===== src/rtl/tone_detect_pkg.sv =====
// Shared types and constants for the tone band detector: band FSM state
// encoding, counter widths and default parameter values.
package tone_detect_pkg;

  typedef enum logic [1:0] {
    ST_IDLE      = 2'd0,
    ST_ARMING    = 2'd1,
    ST_ACTIVE    = 2'd2,
    ST_RELEASING = 2'd3
  } band_state_e;

  localparam int CNT_W        = 8;
  localparam int ONSET_CNT_W  = 16;

  localparam int DEF_KW       = 10;
  localparam int DEF_NBANDS   = 4;
  localparam int DEF_HIT_CNT  = 3;
  localparam int DEF_MISS_CNT = 4;

endpackage


===== src/rtl/tone_band_fsm.sv =====
// One detection band: bin-range hit test plus the IDLE/ARMING/ACTIVE/RELEASING
// debounce FSM with a registered detection flag.
module tone_band_fsm
  import tone_detect_pkg::*;
#(
  parameter int KW       = DEF_KW,
  parameter int HIT_CNT  = DEF_HIT_CNT,
  parameter int MISS_CNT = DEF_MISS_CNT
) (
  input  logic          clk,
  input  logic          reset_n,
  input  logic          in_valid,
  input  logic [KW-1:0] in_bin,
  input  logic [KW-1:0] band_lo,
  input  logic [KW-1:0] band_hi,
  input  logic          band_en,
  output logic          detected,
  output logic          onset_next
);

  localparam logic [CNT_W-1:0] HIT_LIM  = CNT_W'(HIT_CNT);
  localparam logic [CNT_W-1:0] MISS_LIM = CNT_W'(MISS_CNT);

  band_state_e      state_q, state_d;
  logic [CNT_W-1:0] cnt_q, cnt_d, cnt_inc;
  logic             det_q;
  logic             hit;

  // An inverted range (lo > hi) can never satisfy both comparisons.
  assign hit     = band_en && (in_bin >= band_lo) && (in_bin <= band_hi);
  assign cnt_inc = cnt_q + CNT_W'(1);

  always_comb begin
    state_d = state_q;
    cnt_d   = cnt_q;
    if (!band_en) begin
      state_d = ST_IDLE;
      cnt_d   = '0;
    end else if (in_valid) begin
      case (state_q)
        ST_IDLE: begin
          if (hit) begin
            if (HIT_LIM <= CNT_W'(1)) begin
              state_d = ST_ACTIVE;
              cnt_d   = '0;
            end else begin
              state_d = ST_ARMING;
              cnt_d   = CNT_W'(1);
            end
          end
        end
        ST_ARMING: begin
          if (!hit) begin
            state_d = ST_IDLE;
            cnt_d   = '0;
          end else if (cnt_inc >= HIT_LIM) begin
            state_d = ST_ACTIVE;
            cnt_d   = '0;
          end else begin
            cnt_d   = cnt_inc;
          end
        end
        ST_ACTIVE: begin
          if (hit) begin
            cnt_d   = '0;
          end else if (MISS_LIM <= CNT_W'(1)) begin
            state_d = ST_IDLE;
            cnt_d   = '0;
          end else begin
            state_d = ST_RELEASING;
            cnt_d   = CNT_W'(1);
          end
        end
        ST_RELEASING: begin
          if (hit) begin
            state_d = ST_ACTIVE;
            cnt_d   = '0;
          end else if (cnt_inc >= MISS_LIM) begin
            state_d = ST_IDLE;
            cnt_d   = '0;
          end else begin
            cnt_d   = cnt_inc;
          end
        end
        default: begin
          state_d = ST_IDLE;
          cnt_d   = '0;
        end
      endcase
    end
  end

  // Onset only on entry from a non-detecting state; re-entry from RELEASING is silent.
  assign onset_next = (state_d == ST_ACTIVE) &&
                      ((state_q == ST_IDLE) || (state_q == ST_ARMING));

  always_ff @(posedge clk) begin
    if (!reset_n) begin
      state_q <= ST_IDLE;
      cnt_q   <= '0;
      det_q   <= 1'b0;
    end else begin
      state_q <= state_d;
      cnt_q   <= cnt_d;
      det_q   <= (state_d == ST_ACTIVE) || (state_d == ST_RELEASING);
    end
  end

  assign detected = det_q;

endmodule


===== src/rtl/tone_band_detect.sv =====
// Multi-band tone detector: NBANDS debounced bin-range detectors, onset pulse
// with lowest-index priority encoding. Optional per-band onset counters via TONE_ONSET_CNT_EN.
module tone_band_detect
  import tone_detect_pkg::*;
#(
  parameter int KW       = DEF_KW,
  parameter int NBANDS   = DEF_NBANDS,
  parameter int HIT_CNT  = DEF_HIT_CNT,
  parameter int MISS_CNT = DEF_MISS_CNT
) (
  input  logic                   clk,
  input  logic                   reset_n,
  input  logic                   in_valid,
  input  logic [KW-1:0]          in_bin,
  input  logic [NBANDS*KW-1:0]   band_lo,
  input  logic [NBANDS*KW-1:0]   band_hi,
  input  logic [NBANDS-1:0]      band_en,
  output logic [NBANDS-1:0]      detected,
  output logic                   any_detected,
  output logic                   onset,
`ifdef TONE_ONSET_CNT_EN
  output logic [NBANDS*ONSET_CNT_W-1:0] onset_count,
`endif
  output logic [((NBANDS > 1) ? $clog2(NBANDS) : 1)-1:0] onset_band
);

  localparam int OBW = (NBANDS > 1) ? $clog2(NBANDS) : 1;

  logic [NBANDS-1:0] onset_next;
  logic              onset_q;
  logic [OBW-1:0]    onset_band_q, enc_d;

  for (genvar b = 0; b < NBANDS; b++) begin : g_band
    tone_band_fsm #(
      .KW       (KW),
      .HIT_CNT  (HIT_CNT),
      .MISS_CNT (MISS_CNT)
    ) u_fsm (
      .clk        (clk),
      .reset_n    (reset_n),
      .in_valid   (in_valid),
      .in_bin     (in_bin),
      .band_lo    (band_lo[b*KW +: KW]),
      .band_hi    (band_hi[b*KW +: KW]),
      .band_en    (band_en[b]),
      .detected   (detected[b]),
      .onset_next (onset_next[b])
    );
  end

  always_comb begin
    enc_d = '0;
    for (int b = NBANDS - 1; b >= 0; b--) begin
      if (onset_next[b]) enc_d = OBW'(b);
    end
  end

  always_ff @(posedge clk) begin
    if (!reset_n) begin
      onset_q      <= 1'b0;
      onset_band_q <= '0;
    end else begin
      onset_q <= |onset_next;
      if (|onset_next) onset_band_q <= enc_d;
    end
  end

  assign onset        = onset_q;
  assign onset_band   = onset_band_q;
  assign any_detected = |detected;

`ifdef TONE_ONSET_CNT_EN
  logic [ONSET_CNT_W-1:0] ocnt_q [NBANDS];

  always_ff @(posedge clk) begin
    for (int b = 0; b < NBANDS; b++) begin
      if (!reset_n) begin
        ocnt_q[b] <= '0;
      end else if (onset_next[b] && (ocnt_q[b] != {ONSET_CNT_W{1'b1}})) begin
        ocnt_q[b] <= ocnt_q[b] + ONSET_CNT_W'(1);
      end
    end
  end

  for (genvar b = 0; b < NBANDS; b++) begin : g_ocnt
    assign onset_count[b*ONSET_CNT_W +: ONSET_CNT_W] = ocnt_q[b];
  end
`endif

endmodule


===== config.mk =====
export PLATFORM = sky130hd
export DESIGN_NAME = tone_band_detect
export DESIGN_NICKNAME = d
export VERILOG_FILES = /design/src/rtl/tone_detect_pkg.sv /design/src/rtl/tone_band_fsm.sv /design/src/rtl/tone_band_detect.sv
export SDC_FILE = /design/constraint.sdc
export NUM_CORES = 1
export LEC_CHECK = 0
export CAP_MARGIN = 30
export CORE_MARGIN = 3
export CORE_UTILIZATION = 52
export CTS_BUF_LIST = sky130_fd_sc_hd__clkbuf_4
export CTS_CLUSTER_SIZE = 8
export DETAILED_ROUTE_END_ITERATION = 12
export PLACE_DENSITY_LB_ADDON = 0.1
export SLEW_MARGIN = 20
export SYNTH_ARGS = -nofsm -noshare
export SYNTH_HDL_FRONTEND = slang
export SYNTH_SLANG_ARGS = --single-unit

===== constraint.sdc =====
create_clock -name clk -period 6.9 [get_ports clk]
set_input_delay 0.69 -clock clk [delete_from_list [all_inputs] [get_ports clk]]
set_output_delay 0.69 -clock clk [all_outputs]
set_load 0.02 [all_outputs]

* Word level (Yosys, flattened, before mapping)
Cells that the tools add are included.
** Operators by class
- Magnitude comparators :: 16
- Eq/ne operators :: 24
- Reductions and logical operators :: 34
- Add/subtract/negate cells :: 4
- Multiplexer cells :: 68
** Operators by type and width (number)
- 8-bit two-way mux :: 20
- 8-bit case mux with 4 select lines :: 4
- 2-bit two-way mux :: 36
- 10-bit >= comparator :: 4
- 10-bit less-or-equal comparator :: 4
- 8-bit by 1-bit adder with 8-bit output (second input constant) :: 4
- 2-bit == test (second input constant) :: 16
- 8-bit by 2-bit >= comparator with 1-bit output (second input constant) :: 4
- 8-bit by 3-bit >= comparator with 1-bit output (second input constant) :: 4
- 2-bit case mux with 4 select lines :: 4
- 2-bit AND reduction :: 8
- 1-bit logical AND :: 12
- 2-bit by 1-bit == test with 1-bit output (second input constant) :: 4
- 2-bit logical NOT :: 4
- 1-bit logical OR :: 8
- 2-bit by 1-bit inequality test with 1-bit output (second input constant) :: 4
- 4-bit OR reduction :: 2
- 1-bit two-way mux :: 4
** Word-level totals
- Register bits after elaboration :: 47
- Word-level logic and storage cells :: 160
- Input port bits :: 97

* Depth between registers and ports, before layout
Gate-level depths: netlist of the first run.
- Depth in word-level cells :: 13
- Mapped depth :: 10
- Depth with buffers taken out :: 9

* Hierarchy
Synthesis of the first run repeated with hierarchy kept, for this count alone.
** Second synthesis, totals
- Cell total of the unflattened synthesis :: 549
- Area, all modules :: 4560.6 um^2
** By module, submodules not included
- tone_band_fsm (g_band[0].u_fsm ...) :: area an instance 1138.6 um^2, cells each 136, instances 3
- tone_band_fsm (g_band[3].u_fsm) :: area an instance 1033.5 um^2, cells each 130, instances 1
- tone_band_detect :: area an instance 111.4 um^2, cells each 11, instances 1

* Worst setup path before layout of the first run
Ideal clock, no wire load.
- Path kind :: input-to-reg
- From :: in band_hi[37]
- To :: reg g_band[3].u_fsm.cnt_q[0]
- Setup slack :: 4227 ps
- Cell stages on the path :: 8
- Setup time :: 117 ps
- Path buffers :: 0
- Arrival :: 2556 ps
- Required time :: 6783 ps
- Path through :: inv_1 > ha_1 > a211oi_2 > nor2_1 > o41a_1 > nor3b_4 > mux2_4 > a32o_1
** On the way
- Longest elaborated chain between the ends :: 4
- Elaborated cells on any way between the ends :: 8
- Those cells by class :: order compare (1); eq/ne (1); mux (4); reduce/logical (2)
** RTL lines
- from (decl) :: RTL line tone_band_detect.sv:16 : input logic [NBANDS*KW-1:0] band_hi,
- 10-bit less-or-equal comparator (*) :: RTL line tone_band_fsm.sv:30 : assign hit = band_en && (in_bin >= band_lo) && (in_bin <= band_hi);
- 1-bit logical AND (*) :: RTL line tone_band_fsm.sv:30
- 8-bit two-way mux (tied with other cells) :: RTL line tone_band_fsm.sv:75 : if (hit) begin
- 8-bit case mux with 4 select lines or 2-bit AND reduction (tied branches)
- to (signal assigned) :: RTL line tone_band_fsm.sv:104 : cnt_q <= cnt_d;
- to (decl) :: RTL line tone_band_fsm.sv:25 : logic [CNT_W-1:0] cnt_q, cnt_d, cnt_inc;
Mark *: on every way between the ends. The rest lies on a longest branch, timed or not.
A chain may end at the register's enable or synchronous reset.

* Final worst setup path of the first run
- From :: in in_bin[7]
- To :: reg g_band[3].u_fsm.cnt_q[1]
** On the way
- Longest elaborated chain between the ends :: 5
- Elaborated cells on any way between the ends :: 9
- Those cells by class :: order compare (2); eq/ne (1); mux (3); reduce/logical (3)
** RTL lines
- from (decl) :: RTL line tone_band_detect.sv:14 : input logic [KW-1:0] in_bin,
- 10-bit >= comparator :: RTL line tone_band_fsm.sv:30
- 1-bit logical AND :: RTL line tone_band_fsm.sv:30
- 1-bit logical AND (*) :: RTL line tone_band_fsm.sv:30
- 8-bit two-way mux (tied with other cells) :: RTL line tone_band_fsm.sv:75
- 8-bit case mux with 4 select lines or 2-bit AND reduction (tied branches)
Marked as above.

==> run_results.csv, run 1 <==
group,metric,value,unit
run_status,outcome,"complete, no violations",
clock_tree,cts_setup_buffers,0,
routing,postRouteAntennaNets,0,
final_layout,drive_gt1_frac,0.04516,
worst_setup_path,r2r-start,"g_band[3].u_fsm.cnt_q[0]",
placed_design,dp_slack,3.361,ns
floorplanning,fp.dieW,96.69,um
yosys,synthTopCellsByArea,"ha_1 (26%), dfxtp_1 (22%), inv_1 (7.7%)",
yosys,yosysWarnings,0,
placed_design,place_area,5384,um2
final_layout,area_growth,28.03,%
clock_tree,cts_tree,"yes",
yosys,synth_edf_count,0,
clock_tree,holdBufCountCts,0,
floorplanning,core_region_area,7848,um2
clock_tree,cts.clk_slew.worst_paths,0.14,ns
worst_setup_path,end_kind,"flop",
grt,antenna_found_initial,0,
final_layout,num-nets-final,804,
final_layout,ff_latch_area,940.9,um2
clock_tree,clk_latency,0.36,ns
timing,clock.fmax,315.3,MHz
yosys,ys_types,63,
timing,rsz0062_at_grt,"no",
yosys,netlist_area,4277,um2
worst_setup_path,ff2ff_setup_slack,4.55,ns
timing,tns,0,ns
timing,worstMarginPinSlew,0.5872,ns
power,combPwrFrac,0.314,
routing,drt-pass1-iter-count,4,
worst_setup_path,worstSetupPathType,"in2reg",
timing,fin_crit,3.171,ns
final_layout,finalInstanceArea,5475,um2
hold_path,hp-class,"reg2reg",
job,drv_cap,0,
final_layout,fill_cells,651,
worst_setup_path,r2r-end,"onset_band[1]",
timing,finalWorstSetupSlack,3.729,ns
hold_path,whs_path_depth,2,
yosys,ys_seq_area_frac,0.2200,
worst_setup_path,crit_slowest_cell,"clkdlybuf4s50_1",
yosys,synthCells,517,
timing,final_hold_viol_count,0,
grt,overflow,0,
grt,grt_first_pass_wirelength,17800,um
floorplanning,num_io_pins,105,
floorplanning,die_area,9348,um2
final_layout,most-common-layout-cells,"clkdlybuf4s50_1 (104), inv_1 (88), ha_1 (88), dfxtp_1 (47), a21oi_1 (43)",
placed_design,hpwl,8856,um
power,p_per_area,115.9,nW/um2
power,power.switching,0.1826,mW
timing,slew_violations,0,
yosys,synthFlopType,"dfxtp_1",
floorplanning,num_rows,32,
power,ir_drop,0.1002,mV
worst_setup_path,start_kind,"input port",
grt,grt_max_degree,28,
worst_setup_path,cp.required,7.17,ns
grt,track_usage,0.2247,
yosys,async_reset_ff_frac,0,
clock_tree,cts_buffer_depth,2,
grt,grt_pass1_vias,4032,
routing,drt-total-wl,10750,um
timing,skew,0.01047,ns
placed_design,port_buffers,104,
worst_setup_path,cp_max_fo,8,
clock_tree,clkSinkCount,47,
final_layout,final_common_cell,"clkdlybuf4s50_1",
hold_path,hold_end,"onset_band[1]",
hold_path,hp-start,"onset_band[1]",
routing,route.detailed.drc,0,
routing,first_iter_violations,121,
clock_tree,cts.repair.resized,0,
power,intPower,0.4522,mW
power,seqPwrFrac,0.432,
worst_setup_path,slowest_delay,0.74,ns
yosys,syn_avg_cell_area,8.272,um2
power,p_leak,2.623,nW
floorplanning,die_y,96.69,um
final_layout,multiInputGateArea,2944,um2
worst_setup_path,crit_buf_inv,1,
yosys,ys_ff_latch,47,
worst_setup_path,r2r_cells,8,
yosys,yosysTopAreaCellShare,0.2575,
routing,vias,3993,
worst_setup_path,cpLargestDelayFamily,"compound AO/OA/AOI/OAI gates",
worst_setup_path,cp_data_arrival_time,3.44,ns
clock_tree,cts_root_buf,"clkbuf_4",
yosys,yosys.area.top_type,"ha_1",
floorplanning,start_util,0.5450,
clock_tree,cts_buffers,5,
worst_setup_path,path_cells,"clkdlybuf4s50_1 -> ha_1 -> a211oi_2 -> nor2_1 -> o41a_1 -> nor3b_4 -> mux2_2 -> a22o_1",
yosys,synth.net_count,702,
placed_design,gp_congestion,0.8670,
clock_tree,cts_max_level,2,
timing,finalSetupViolations,0,
final_layout,num_antenna_cells,0,
timing,timing.slew.headroom,0.6044,
routing,avgViaCountPerCell,5.530,
power,switching_share,0.2877,
timing,fin_crit_sh,0.4596,
routing,routedWlPerCell,14.89,um
power,clkPwrFrac,0.254,
[worst reg2reg max path, delay by kind of cell, from the launching register on]
family	cells	cell delay, ns
AOI/OAI and AO/OA	5	1.03
adders and majority gates	1	0.26
DFF	1	0.39
and+or+nand+nor	2	0.59
[kinds of logic (layout without fill, tap and decap cells)]
kind of cell    count (synthesis)  after routing  synth area share
compound gates                134            134            0.2253
fa+ha+maj                      88             88            0.2575
buf+inv                        98            201           0.09157
flops                          47             47            0.2200
mux                             7              7           0.01843
simple gates                  143            143            0.1872
[Yosys cell counts (all sizes together), types with 5 or more instances]
master	count
dfxtp	47
a21o	7
nor4	6
a21oi	45
nand3	9
o22ai	6
nor3	7
inv	88
nor2	22
nand2	26
a211oi	8
and3	15
a211o	6
ha	88
nand4	14
nor3b	5
o21ai	17
o211ai	5
nand2b	6
and2	21
buf	7
[power groups by stage]
stage	logic, mW	registers, mW	clock network, mW
4_1_cts	0.199	0.274	0.165
6_report	0.199	0.274	0.161
3_3_place_gp	0.189	0.280	0
5_1_grt	0.225	0.274	0.177
3_5_place_dp	0.198	0.280	0
2_1_floorplan	0.105	0.280	0
[layer usage]
metal  routed length [um]  track usage  part of all wire
met1                 4822       0.2815              0.45
met2                 5407       0.4071              0.50
met3                  396      0.03317             0.037
met4                  125      0.04644             0.012
met5                    0            0                 0
[area by class of cell]
cell class / count / share of cell area
Clock buffer: 5 / 0.006856
Clock inverter: 3 / 0.007084
Inverter: 88 / 0.06033
Multi-Input combinational cell: 372 / 0.5377
Sequential cell: 47 / 0.1718
Tap cell: 102 / 0.02331
Timing Repair Buffer: 105 / 0.1929
[flip-flops by register name, summed over array words and instances, names as in the netlist]
register / flops
onset: 1
g_band.u_fsm.state_q: 8
g_band.u_fsm.detected: 4
g_band.u_fsm.cnt_q: 32
onset_band: 2
[through the flow]
| step | utilization | hold WS [ns] | instances | power (mW) |
|---|---|---|---|---|
| detailed placement | 0.6861 | 0.4714 | 713 | 0.4778 |
| global placement | 0.6861 | 0.4661 | 713 | 0.4694 |
| global route | 0.6977 | 0.5088 | 722 | 0.6771 |
| floorplan | - | 0.4479 | 517 | 0.3850 |
| CTS | 0.6958 | 0.4900 | 721 | 0.6378 |
| finish | 0.6977 | 0.4827 | 722 | 0.6348 |
[worst max-delay path by stage]
stage | from | to | slack, ns | depth (start not counted)
after floorplan | band_hi[37] | g_band[3].u_fsm.cnt_q[0] | 4.23 | 8
after global placement | in_bin[9] | g_band[0].u_fsm.state_q[0] | 3.41 | 9
after detailed placement | in_bin[7] | g_band[3].u_fsm.cnt_q[1] | 3.36 | 8
after CTS | in_bin[7] | g_band[3].u_fsm.cnt_q[1] | 3.77 | 8
after global routing | in_bin[7] | g_band[1].u_fsm.cnt_q[1] | 3.58 | 9
final | in_bin[7] | g_band[3].u_fsm.cnt_q[1] | 3.73 | 8
Power figures use the tool's default switching activity.
==> run 2, diff against run 1 <==
clock period = 3.1 ns   (was 6.9 ns; I/O delays follow)
==> run 2 against run 1 <==
Effect of this change:
- clock-buffer cell count unchanged
- flip-flop and latch count unchanged
- critical path depth rose by 1
- critical endpoint is now g_band[3].u_fsm.cnt_q[0]
- largest cell class unchanged
==> run_results.csv, run 2 (synthesis results as in run 1) <==
group,metric,value,unit
timing,skew,0.01161,ns
timing,fin_crit,2.634,ns
worst_setup_path,worstSetupPathType,"in2reg",
clock_tree,cts_setup_buffers,0,
final_layout,final_common_cell,"clkdlybuf4s50_1",
timing,timing.slew.headroom,0.6206,
power,ir_drop,0.2546,mV
grt,grt_pass1_vias,4069,
clock_tree,cts_max_level,2,
power,switching_share,0.3042,
final_layout,fin_util,0.7044,
floorplanning,fp.dieW,96.69,um
final_layout,finalInstanceArea,5528,um2
worst_setup_path,cp_max_fo,8,
worst_setup_path,cp_data_arrival_time,2.90,ns
placed_design,gp_congestion,0.8414,
worst_setup_path,start_kind,"input port",
routing,drt-pass1-iter-count,4,
timing,tns,0,ns
floorplanning,num_io_pins,105,
placed_design,hpwl,9333,um
timing,clock.fmax,379.6,MHz
routing,postRouteAntennaNets,0,
final_layout,most-common-layout-cells,"clkdlybuf4s50_1 (104), inv_1 (88), ha_1 (88), dfxtp_1 (47), a21oi_1 (43)",
grt,grt_max_degree,15,
timing,worstMarginPinSlew,0.5632,ns
final_layout,drive_gt1_frac,0.06181,
floorplanning,core_region_area,7848,um2
timing,whs,0.5054,ns
power,p_leak,2.666,nW
routing,vias,4053,
grt,grt_first_pass_wirelength,18750,um
routing,drt-total-wl,11120,um
power,intPower,0.9343,mW
routing,routedWlPerCell,15.16,um
job,drv_cap,0,
worst_setup_path,end_kind,"flop",
power,p_per_area,242.9,nW/um2
floorplanning,die_area,9348,um2
floorplanning,start_util,0.5450,
clock_tree,cts_buffers,5,
final_layout,top_register,"g_band.u_fsm.cnt_q",
final_layout,area_growth,29.26,%
timing,rsz0062_at_grt,"no",
clock_tree,cts_tree,"yes",
power,power.switching,0.4085,mW
clock_tree,cts.repair.resized,0,
timing,final_hold_viol_count,0,
clock_tree,holdBufCountCts,0,
grt,overflow,0,
clock_tree,cts_root_buf,"clkbuf_4",
grt,track_usage,0.2369,
placed_design,dp_slack,0.09396,ns
timing,finalSetupViolations,0,
run_status,outcome,"complete, no violations",
floorplanning,num_rows,32,
timing,finalWorstSetupSlack,0.4656,ns
placed_design,port_buffers,104,
timing,slew_violations,0,
power,clkPwrFrac,0.201,
routing,avgViaCountPerCell,5.529,
power,seqPwrFrac,0.454,
final_layout,largest_reg_flops,32,
final_layout,num_antenna_cells,0,
hold_path,hp-class,"reg2reg",
power,p_total,1.343,mW
routing,route.detailed.drc,0,
clock_tree,clkSinkCount,47,
clock_tree,cts.clk_slew.worst_paths,0.13,ns
clock_tree,clk_latency,0.36,ns
final_layout,num-nets-final,816,
timing,fin_crit_sh,0.8498,
placed_design,dp.cells,726,
placed_design,place_area,5482,um2
clock_tree,cts_buffer_depth,2,
final_layout,fin_cells,733,
worst_setup_path,cp.required,3.36,ns
floorplanning,die_y,96.69,um
power,combPwrFrac,0.344,
routing,first_iter_violations,116,
grt,antenna_found_initial,0,
[run 2: critical path, cell delays in order]
cell and delay [ns]:
clkdlybuf4s50_1 0.71, ha_1 0.32, a21o_1 0.18, nand3_1 0.08, a21oi_1 0.07, o41a_1 0.37, nor3b_4 0.28, mux2_4 0.33
a32o_1 0.24
[run 2: power groups by stage]
stage / clock network (mW) / registers, mW / logic (mW)
floorplan: 0 / 0.622 / 0.235
global placement: 0 / 0.623 / 0.439
detailed placement: 0 / 0.623 / 0.460
CTS: 0.283 / 0.610 / 0.463
global route: 0.310 / 0.611 / 0.519
finish: 0.270 / 0.610 / 0.462
[run 2: final timing paths]
path / from / endpoint / slack, ns / depth (start not counted)
worst max-delay path: in_bin[3] / g_band[3].u_fsm.cnt_q[0] / 0.47 / 9
worst min-delay path: g_band[3].u_fsm.cnt_q[5] / g_band[3].u_fsm.cnt_q[5] / 0.51 / 1
worst max register to register: g_band[3].u_fsm.cnt_q[0] / onset_band[1] / 0.64 / 8
worst min register to register: g_band[3].u_fsm.cnt_q[5] / g_band[3].u_fsm.cnt_q[5] / 0.51 / 1
[run 2: layer usage]
| layer | global-route usage | part of all wire |
|---|---|---|
| met3 | 0.03749 | 0.038 |
| met4 | 0.05832 | 0.021 |
| met2 | 0.4236 | 0.49 |
| met5 | 0 | 0 |
| met1 | 0.2960 | 0.45 |
[run 2: area by class of cell]
cell class / count / area, um2
Inverter: 88 / 330.3
Fill cell: 622 / 2320
Timing Repair Buffer: 117 / 1139
Multi-Input combinational cell: 372 / 2944
Sequential cell: 47 / 940.9
Tap cell: 102 / 127.6
Clock inverter: 2 / 8.758
Clock buffer: 5 / 37.54
